--- src/rtl/branch_comp.sv ---
// Branch comparator: registered branch-taken flag plus the raw eq/lt/ltu flags
// for the RISC-V PC-select and control logic. Single register stage, full throughput.
module branch_comp #(
  parameter int WIDTH = 32
) (
  input  logic             clk,
  input  logic             rst,
  input  logic [WIDTH-1:0] RD1,
  input  logic [WIDTH-1:0] RD2,
  input  logic [2:0]       BrOp,
  input  logic             BrEn,
  output logic             BrRes,
  output logic             BrValid,
  output logic             Eq,
  output logic             Lt,
  output logic             Ltu
);

  localparam logic [2:0] OP_BEQ  = 3'b000;
  localparam logic [2:0] OP_BNE  = 3'b001;
  localparam logic [2:0] OP_BLT  = 3'b100;
  localparam logic [2:0] OP_BGE  = 3'b101;
  localparam logic [2:0] OP_BLTU = 3'b110;
  localparam logic [2:0] OP_BGEU = 3'b111;

  // Reserved funct3 encodings (010, 011) never report taken.
  function automatic logic sel_cond(input logic [2:0] op, input logic eq,
                                    input logic lt, input logic ltu);
    logic taken;
    taken = 1'b0;
    case (op)
      OP_BEQ:  taken = eq;
      OP_BNE:  taken = !eq;
      OP_BLT:  taken = lt;
      OP_BGE:  taken = !lt;
      OP_BLTU: taken = ltu;
      OP_BGEU: taken = !ltu;
      default: taken = 1'b0;
    endcase
    return taken;
  endfunction

  logic signed [WIDTH-1:0] rd1_s_p0;
  logic signed [WIDTH-1:0] rd2_s_p0;
  logic eq_p0;
  logic lt_p0;
  logic ltu_p0;

  logic br_res_d,   br_res_q;
  logic br_valid_d, br_valid_q;
  logic eq_d,       eq_q;
  logic lt_d,       lt_q;
  logic ltu_d,      ltu_q;

  // Stage p0: combinational compare; both operands signed so lt uses a sign-aware compare.
  always_comb begin
    rd1_s_p0   = $signed(RD1);
    rd2_s_p0   = $signed(RD2);
    eq_p0      = (RD1 == RD2);
    lt_p0      = (rd1_s_p0 < rd2_s_p0);
    ltu_p0     = (RD1 < RD2);
    br_res_d   = BrEn & sel_cond(BrOp, eq_p0, lt_p0, ltu_p0);
    br_valid_d = BrEn;
    eq_d       = eq_p0;
    lt_d       = lt_p0;
    ltu_d      = ltu_p0;
  end

  // Stage p1: output register; reset clears every output, request on a reset edge is dropped.
  always_ff @(posedge clk) begin
    if (rst) begin
      br_res_q   <= 1'b0;
      br_valid_q <= 1'b0;
      eq_q       <= 1'b0;
      lt_q       <= 1'b0;
      ltu_q      <= 1'b0;
    end else begin
      br_res_q   <= br_res_d;
      br_valid_q <= br_valid_d;
      eq_q       <= eq_d;
      lt_q       <= lt_d;
      ltu_q      <= ltu_d;
    end
  end

  assign BrRes   = br_res_q;
  assign BrValid = br_valid_q;
  assign Eq      = eq_q;
  assign Lt      = lt_q;
  assign Ltu     = ltu_q;

endmodule

--- config.mk ---
export PLATFORM = sky130hd
export DESIGN_NAME = branch_comp
export DESIGN_NICKNAME = d
export VERILOG_FILES = /design/src/rtl/branch_comp.sv
export SDC_FILE = /design/constraint.sdc
export NUM_CORES = 1
export LEC_CHECK = 0
export ABC_AREA = 1
export CAP_MARGIN = 20
export CORE_MARGIN = 3
export CORE_UTILIZATION = 40
export CTS_BUF_LIST = sky130_fd_sc_hd__clkbuf_8
export CTS_CLUSTER_SIZE = 24
export DETAILED_ROUTE_END_ITERATION = 12
export GPL_TIMING_DRIVEN = 0
export PLACE_DENSITY = 0.9
export SYNTH_ARGS = -nofsm -noshare
export SYNTH_HDL_FRONTEND = slang
export SYNTH_SLANG_ARGS = --single-unit
--- constraint.sdc ---
create_clock -name clk -period 2.5 [get_ports clk]
set_input_delay 0.5 -clock clk [delete_from_list [all_inputs] [get_ports clk]]
set_output_delay 0.5 -clock clk [all_outputs]
set_load 0.1 [all_outputs]
==> results.cfg, run 1 <==
[final_layout]
layout_common_cells = clkdlybuf4s50_1, inv_1, nand2_1
layout_commonest_cell = clkdlybuf4s50_1
antenna_cells = 0
nets = 354
drive_above_1_share_pct = 7.97
synthToLayoutAreaGrowth_pct = 71.8

[pwr]
powerDensity_mw_per_mm2 = 285
p_leak_nw = 1.05
vdd.ir_drop.worst_mv = 0.377

[cts]
root_buffer = clkbuf_8
numCtsBuffers = 3
cts_max_level = 1
cts_resized = 0
clk_path_buf_depth = 2
cts_tree = built
cts_hold_repair.buffers = 0
postCtsSetupRepairBufs = 0
clkSinkCount = 5
clkSlewWorstSetupHoldPaths_ns = 0.04

[route]
viasPerCell = 4.59
firstDrtPassIters = 4
drt_iter0_markers = 27
wire_per_inst_um = 10.3
ant_nets = 0
wl_mm = 2.88
drc = 0
vias = 1291

[setup_path]
path_buf_inv = 1
worstSetupEndpointType = output pin
crit_chain = clkdlybuf4s50_1
crit_type = register to output pin
cp.arrival_ns = 1.67
crit_family = buffers and inverters
cp_max_fo = 1
cp_slowest_cell = clkdlybuf4s50_1
startpoint = BrValid$_SDFF_PP0_
cp.required_ns = 2.00
cp_slowest_stage_delay_ns = 1.13
cp-start-kind = register

[sta]
min_period_ns = 2.17
timing.setup.tns_ns = 0
max_clock_freq_ghz = 0.461
worst-slew-pin-transition_ns = 0.974
fin_crit_sh_pct = 86.8
relSlewSlack_pct = 34.9
fin_ws_ns = 0.329
hold_violations = 0
rsz0062_at_grt = false
maxSlewViolCount = 0
setup_viol = 0

[global_route]
antenna_found_initial = 0
grt_usage_pct = 17.1
grt_pass1_vias = 1310
grt_max_degree = 7
grt.overflow.total = 0
grt_pass1_wl_mm = 4.75

[place]
post-dp-hpwl_mm = 2.66
place_ws_ns = 0.120
port_buffers = 74
gp_congestion = 0.717

[floorplanning]
io-pin-count = 75
die_h_um = 59.5
start_util_pct = 44.3
num_rows = 18
die_x_um = 59.5
die_area_mm2 = 0.00354
core_area_mm2 = 0.00259

[min_path]
min_path_type = primary input to register
holdCritStartpoint = BrEn

[yosys]
yosys_register_bits = 5
syn_nets = 275
netlist_instances = 173
post_synth_instance_area_mm2 = 0.00115
synth_warnings = 0
syn_area_per_cell_um2 = 6.62
synth-seq-area-share_pct = 8.73
synthDistinctLibCells = 21

[job]
cap_viol_max_count = 0

[run_status]
outcome = completed
## state kept, by name, summed over array words and instances (netlist names)
signal   cells
BrRes        1
BrValid      1
Eq           1
Lt           1
Ltu          1
## cells in the mapped netlist (all sizes together)
cell type	count	area share, %
a21oi	18	9.5
o21ai	4	1.7
a21o	2	1.3
nand2	41	16
inv	43	14
o21a	2	1.4
nand4	2	1.1
o21bai	1	0.98
dfxtp	5	8.7
nand3	8	4.4
nor2	15	5.8
ha	32	35
## power breakdown
| group | internal (mW) | switching (mW) | total [mW] |
|---|---|---|---|
| combinational | 0.171 | 0.150 | 0.322 |
| clock | 0.106 | 0.0469 | 0.153 |
| sequential | 0.0856 | 0.00143 | 0.0871 |
## kinds of logic (layout without fill, tap and decap cells)
| logic type | after synthesis | count (layout) | share of synthesized area (%) |
|---|---|---|---|
| AO/OA/AOI/OAI | 27 | 27 | 15.0 |
| adder cells (fa/ha/maj) | 32 | 32 | 34.9 |
| buffers and inverters | 43 | 121 | 14.1 |
| flip-flops | 5 | 5 | 8.73 |
| AND/OR/NAND/NOR | 66 | 66 | 27.3 |
## through the flow
step,hold WS [ns],cell area [um^2],cells,power [mW],util (%)
2_1_floorplan,0.569,1150,173,0.264,-
3_5_place_dp,1.06,1920,277,0.413,74.3
3_3_place_gp,1.04,1920,277,0.403,74.3
4_1_cts,0.819,1970,281,0.568,76.0
5_1_grt,0.825,1970,281,0.607,76.0
6_report,0.816,1970,281,0.562,76.0
## layout make-up
type / instances / area (um^2)
multi-input combinational: 125 / 885
timing repair buffer: 74 / 741
fill: 221 / 621
inverter: 43 / 161
sequential: 5 / 100
clock buffer: 3 / 41.3
tap: 30 / 37.5
clock inverter: 1 / 3.75
## path summary, 6_finish.rpt
check | to | slack (ns) | depth (start not counted)
min | BrValid$_SDFF_PP0_ | 0.82 | 3
max | BrValid | 0.33 | 1
## per-layer routing
| layer | vias to the layer above | GRT usage [%] | routed length, um |
|---|---|---|---|
| li1 | 705 | - | - |
| met1 | 530 | 16.9 | 1150 |
| met2 | 52 | 34.5 | 1480 |
| met3 | 4 | 2.40 | 227 |
| met4 | 0 | 7.28 | 32 |
| met5 | - | 0 | 0 |
Note: power is estimated with default switching activity, not from simulation.
==> run 2: changes to the inputs <==
--- a/config.mk
+++ b/config.mk
@@ -14,6 +14,7 @@
 export DETAILED_ROUTE_END_ITERATION = 12
 export GPL_TIMING_DRIVEN = 0
 export PLACE_DENSITY = 0.9
+export REMOVE_ABC_BUFFERS = 1
 export SYNTH_ARGS = -nofsm -noshare
 export SYNTH_HDL_FRONTEND = slang
 export SYNTH_SLANG_ARGS = --single-unit
==> results of run 2 <==
No change in the layout: final DEF, timing and power equal those of run 1.
